### src/rtl/serial_sub_pkg.sv
// Shared types and sizing helpers for the bit-serial subtractor.
// Build option SERIAL_SUB_SAT_EN (used by serial_subtractor) selects a saturating result.
package serial_sub_pkg;

  typedef enum logic [1:0] {
    IDLE  = 2'd0,
    SHIFT = 2'd1,
    DONE  = 2'd2
  } state_t;

  // Bit counter width: enough to index bits 0..n-1, never narrower than one bit.
  function automatic int cnt_width(input int n);
    return (n <= 2) ? 1 : $clog2(n);
  endfunction

endpackage

### src/rtl/subtractor_1bit.sv
// Combinational 1-bit full subtractor cell: diff = a - b - borrow_in.
module subtractor_1bit (
  input  logic a,
  input  logic b,
  input  logic borrow_in,
  output logic diff,
  output logic borrow_out
);

  assign diff       = a ^ b ^ borrow_in;
  assign borrow_out = (~a & b) | (~(a ^ b) & borrow_in);

endmodule

### src/rtl/serial_subtractor.sv
// Bit-serial NUM_BITS-wide subtractor (a - b - borrow_in), LSB first, start/busy/done handshake.
// Define SERIAL_SUB_SAT_EN to clamp the result to zero when the final borrow is set.
module serial_subtractor
  import serial_sub_pkg::*;
#(
  parameter int NUM_BITS = 4
) (
  input  logic                clk,
  input  logic                rst,
  input  logic                start,
  input  logic [NUM_BITS-1:0] a,
  input  logic [NUM_BITS-1:0] b,
  input  logic                borrow_in,
  output logic                busy,
  output logic                done,
  output logic [NUM_BITS-1:0] diff,
  output logic                underflow
);

  localparam int CNT_W = cnt_width(NUM_BITS);

  state_t              state_reg, state_next;
  logic [NUM_BITS-1:0] a_sr_reg, b_sr_reg, res_sr_reg, diff_reg;
  logic [CNT_W-1:0]    cnt_reg;
  logic                brw_reg, underflow_reg, busy_reg, done_reg;

  logic                cell_d, cell_bo, last_bit;
  logic [NUM_BITS-1:0] result_full, result_final;

  subtractor_1bit u_cell (
    .a         (a_sr_reg[0]),
    .b         (b_sr_reg[0]),
    .borrow_in (brw_reg),
    .diff      (cell_d),
    .borrow_out(cell_bo)
  );

  assign last_bit    = (cnt_reg == CNT_W'(NUM_BITS - 1));
  assign result_full = {cell_d, res_sr_reg[NUM_BITS-1:1]};

`ifdef SERIAL_SUB_SAT_EN
  assign result_final = cell_bo ? '0 : result_full;
`else
  assign result_final = result_full;
`endif

  always_comb begin
    state_next = state_reg;
    case (state_reg)
      IDLE:    if (start) state_next = SHIFT;
      SHIFT:   if (last_bit) state_next = DONE;
      DONE:    state_next = IDLE;
      default: state_next = IDLE;
    endcase
  end

  always_ff @(posedge clk) begin
    if (rst) state_reg <= IDLE;
    else     state_reg <= state_next;
  end

  always_ff @(posedge clk) begin
    if (rst) begin
      a_sr_reg      <= '0;
      b_sr_reg      <= '0;
      res_sr_reg    <= '0;
      diff_reg      <= '0;
      cnt_reg       <= '0;
      brw_reg       <= 1'b0;
      underflow_reg <= 1'b0;
      busy_reg      <= 1'b0;
      done_reg      <= 1'b0;
    end else begin
      busy_reg <= (state_next != IDLE);
      done_reg <= (state_next == DONE);
      case (state_reg)
        IDLE: begin
          if (start) begin
            a_sr_reg   <= a;
            b_sr_reg   <= b;
            brw_reg    <= borrow_in;
            res_sr_reg <= '0;
            cnt_reg    <= '0;
          end
        end
        SHIFT: begin
          a_sr_reg   <= a_sr_reg >> 1;
          b_sr_reg   <= b_sr_reg >> 1;
          res_sr_reg <= result_full;
          brw_reg    <= cell_bo;
          cnt_reg    <= cnt_reg + CNT_W'(1);
          // diff only changes here, so partial sums never reach the output
          if (last_bit) begin
            diff_reg      <= result_final;
            underflow_reg <= cell_bo;
          end
        end
        default: ;
      endcase
    end
  end

  assign busy      = busy_reg;
  assign done      = done_reg;
  assign diff      = diff_reg;
  assign underflow = underflow_reg;

endmodule
### config.mk
export PLATFORM = sky130hd
export DESIGN_NAME = serial_subtractor
export DESIGN_NICKNAME = d
export VERILOG_FILES = /design/src/rtl/serial_sub_pkg.sv /design/src/rtl/subtractor_1bit.sv /design/src/rtl/serial_subtractor.sv
export SDC_FILE = /design/constraint.sdc
export NUM_CORES = 1
export LEC_CHECK = 0
export ABC_AREA = 1
export CORE_MARGIN = 2
export CORE_UTILIZATION = 45
export CTS_CLUSTER_SIZE = 8
export DETAILED_ROUTE_END_ITERATION = 10
export GPL_ROUTABILITY_DRIVEN = 0
export GPL_TIMING_DRIVEN = 1
export PLACE_DENSITY = 0.71
export SLEW_MARGIN = 10
export SYNTH_ARGS = -nofsm -noshare
export SYNTH_HDL_FRONTEND = slang
export SYNTH_SLANG_ARGS = --single-unit
### constraint.sdc
create_clock -name clk -period 3.6 [get_ports clk]
set_clock_uncertainty 0.2 [all_clocks]
set_input_delay 0.72 -clock clk [delete_from_list [all_inputs] [get_ports clk]]
set_output_delay 0.72 -clock clk [all_outputs]
set_load 0.05 [all_outputs]
---- Word-level counts from Yosys, hierarchy flattened ----
Index checks and enable logic that the tools add are counted.
cells by class
  muxes and demuxes ....................... 13
  add/sub/neg operators ................... 1
  reductions and logical operators ........ 5
  equal/unequal tests ..................... 4
  bitwise operators ....................... 7
operators by type and width
  kind                   count
  $pmux W4 S2            3
  $mux W4                3
  $pmux W2 S2            2
  $mux W2                3
  $eq A2 B2 Y1 const B   2
  $reduce_and A2 Y1      2
  $reduce_bool A2 Y1     2
  $add A2 B1 Y2 const B  1
  $and A1 B1 Y1          2
  $eq A2 B1 Y1 const B   1
  $logic_not A2 Y1       1
  $ne A2 B2 Y1 const B   1
  $not A1 Y1             2
  $pmux W1 S2            1
  $xor A1 B1 Y1          2
  $mux W1                1
  $or A1 B1 Y1           1
word-level totals
  logic and storage cells ................. 40
  output and inout port bits .............. 7
  register bits after elaboration ......... 24
  input port bits ......................... 12

---- Depth between registers and ports, before layout ----
  depth after elaboration ................. 5
  depth in mapped cells ................... 7
  depth with buffers taken out ............ 7

---- Modules after synthesis ----
From an unflattened synthesis, not the netlist that was laid out.
unflattened totals
  cells, all modules ...................... 131
  area, all modules ....................... 949.7 um^2
modules (own cells, without submodules)
  module             times used  cells an instance  area each (um^2)
  serial_subtractor  1           127                918.4
  subtractor_1bit    1           4                  31.3

---- Worst setup path after synthesis ----
No wires, ideal clock.
  kind .................................... flip-flop to output port
  start point ............................. register underflow_reg (netlist: underflow)
  end point ............................... output underflow
  arrival time ............................ 0.603 ns
  buffers on the path ..................... 0
  path slack .............................. 2.077 ns
  cell stages (with the launch flop) ...... 1
  data required time ...................... 2.680 ns
  cells stage by stage .................... dfxtp_1
RTL lines
  item                      line                     text
  start: declaration        serial_subtractor.sv:25  logic brw_reg, underflow_reg, busy_reg, done_reg;
  start signal: assignment  serial_subtractor.sv:95  underflow_reg <= cell_bo;
  end: declaration          serial_subtractor.sv:17  output logic underflow
No word-level cell between the ends.

---- Worst setup path after layout ----
  start point ............................. register underflow_reg (netlist: underflow)
  end point ............................... output underflow
No word-level cell between the ends.

==> reports/metrics.cfg <==
[status]
run_status=completed

[finish]
drive_above_1_share=0.0608
final_nets=163
area_growth_pct=23.4
final_area_um2=1170
stdcell_count=175
layout.filler_cells=201
diodes=0

[logic_synthesis]
count_of_flip_flops_with_a_built_in_enable_after_synthesis=0
ys_seq_elements=23
yosys_most_used_dff=dfxtp_1
syn_inst=129
synth_largest_type_area_fraction=0.486
yosysTopAreaCell=dfxtp_1
synth.distinct_cells=17
synth_area_um2=947
synth.most_common_cell=nand2_1
mappedNetlistNets=143
asyncSetResetFlopFracSynth=0
number_of_warnings_issued_by_yosys=0
synth.cells.most_frequent=nand2_1 (30), dfxtp_1 (23), nor2_1 (18)
synthesis.area_per_instance_um2=7.34
synthTopCellsByArea=dfxtp_1 (49%), nand2_1 (12%), nor2_1 (7.1%), a21oi_1 (6.9%), inv_1 (6.3%)
synth.yosys.seq_area_share=0.486

[grt]
grt_max_degree=16
gr-total-overflow=0
antenna_found_initial=0
met3_usage=0.0545
grt_util_met2=0.293
grt-busiest-layer=met2
grtUsageTotal=0.175
first_global_vias=795
grt_first_pass_wirelength_mm=3.33
grt.met1_usage=0.217

[setup_path]
startpoint_of_the_worst_slack_reg_to_reg_timing_path=state_reg[0]
required_ns=2.68
timing.critical_path.arrival_ns=1.47
worst-path-max-fanout=2
chain_of_cells_forming_the_critical_path=clkdlybuf4s50_1
start_point_of_the_critical_path=underflow
setup.worst_path.class=reg -> out
critical-path-top-delay-family=buffers and inverters
largest_incremental_delay_on_the_critical_path_ns=0.81
path_buf_inv=1
setup.worst_path.end_class=output port
cp-start-kind=flip-flop
crit_path_top_delay_cell=clkdlybuf4s50_1

[flow_run]
number_of_violations_of_the_max_capacitance_limit=0

[detailed_routing]
route.detailed.wl_per_inst_um=10.7
drtIter0Drc=23
drt-total-wl_mm=1.88
count_of_tritonroute_iterations_in_the_first_routing_pass=4
dr_total_vias=845
via_per_inst=4.83
post-route-drc-count=0
ant_nets=0

[clocking]
clock_sinks=23
cts.repair_timing.setup_buffer_count=0
worstSkewPairLatency_ns=0.30
maximum_clock_path_buffer_count=2
cts.reportedPaths.clkPinSlew_ns=0.11
tritoncts=yes
post_cts_resized=0
cts_hold_buf=0
cts_root_buf=clkbuf_4
cts_max_level=1
cts_made_buffers=3

[placement]
dp_worst_setup_slack_ns=1.31
sum_of_net_half_perimeters_after_detailed_placement_mm=1.41
postPlaceCellArea_um2=1140
dpl.cell_count=171
place.port_buffers=18

[timing]
finalCriticalPeriod_ns=2.39
max-slew-margin-rel=0.661
report.final.setup_viol=0
setup_tns_ns=0
max_freq_mhz=419
measured_slew_at_the_worst_slew_check_pin_ns=0.507
setup_repair_after_global_routing_missed_its_margin=no
layout_worst_path_cycle_share=0.664
fin_ws_ns=1.21
final-max-slew-violation-count=0
finalHoldViolCount=0

[floorplan]
num_io_pins=19
initial_utilization=0.478
floorplan.die.height_um=49.9
die_width_um=49.9
design.core.area_um2=1980
floorplan.die_area_um2=2490
placement_rows=16

[pwr]
power_density_nw_per_um2=387
p_leak_uw=0.000509
power_uw=452
ir_worst_vdd_mv=0.287

[worst_hold_path]
hold_class=reg -> reg
startpoint_of_the_worst_hold_path=a_sr_reg[3]

area by class of cell:
cell class / count / area, um^2 / share of cell area
clock buffers: 4 / 26.3 / 0.0225
inverters: 18 / 67.6 / 0.0578
multi-input cells: 85 / 400 / 0.343
flip-flops and latches: 23 / 460 / 0.394
well taps: 27 / 33.8 / 0.0289
repair buffers: 18 / 180 / 0.154
worst register-to-register path, delay by kind of cell, from the launching register on:
family / cells / cell delay, ns
buffers and inverters: 1 / 0.16
AND/OR/NAND/NOR: 4 / 0.51
flip-flops: 1 / 0.60
logic make-up after synthesis:
group | share of synthesized area
adder cells (fa/ha/maj) | 0.0343
buffers and inverters | 0.0911
flip-flops | 0.486
AO/OA/AOI/OAI | 0.120
AND/OR/NAND/NOR | 0.268
report_power, final:
group | switching [uW] | total, uW | internal, uW
clock | 69.6 | 113 | 43.2
sequential | 9.08 | 276 | 267
combinational | 35.5 | 63.8 | 28.4
per-layer routing:
metal | vias to the layer above | routed length, um
met2 | 16 | 918
met1 | 391 | 887
met5 | - | 0
li1 | 438 | -
met4 | 0 | 0
met3 | 0 | 71
layout by cell type, fill, tap and decap left out:
master           instances
nand2_4                  1
nand2_1                 30
a21oi_1                 13
nand2_2                  1
o21ai_1                  1
clkbuf_4                 3
o21ai_0                  7
o21ai_2                  1
clkbuf_1                 1
inv_1                   16
nor2_1                  18
nand3_1                 10
ha_1                     1
inv_2                    2
fa_1                     1
nor2_2                   1
clkdlybuf4s50_1         18
dfxtp_1                 23
per-stage QoR:
| stage | hold slack (ns) | util |
|---|---|---|
| final | 0.274 | 0.590 |
| after global routing | 0.291 | 0.590 |
| after CTS | 0.277 | 0.590 |
| after detailed placement | 0.260 | 0.576 |
| after global placement | 0.252 | 0.576 |
| after floorplan | 0.228 | - |
path summary, 6_finish.rpt:
check,to,slack [ns],depth (start not counted)
hold / removal,a_sr_reg[3],0.27,2
setup reg to reg,diff[3],2.03,5
setup / recovery,underflow,1.21,1
hold reg to reg,a_sr_reg[3],0.27,2
(Power assumes the default switching activity.)
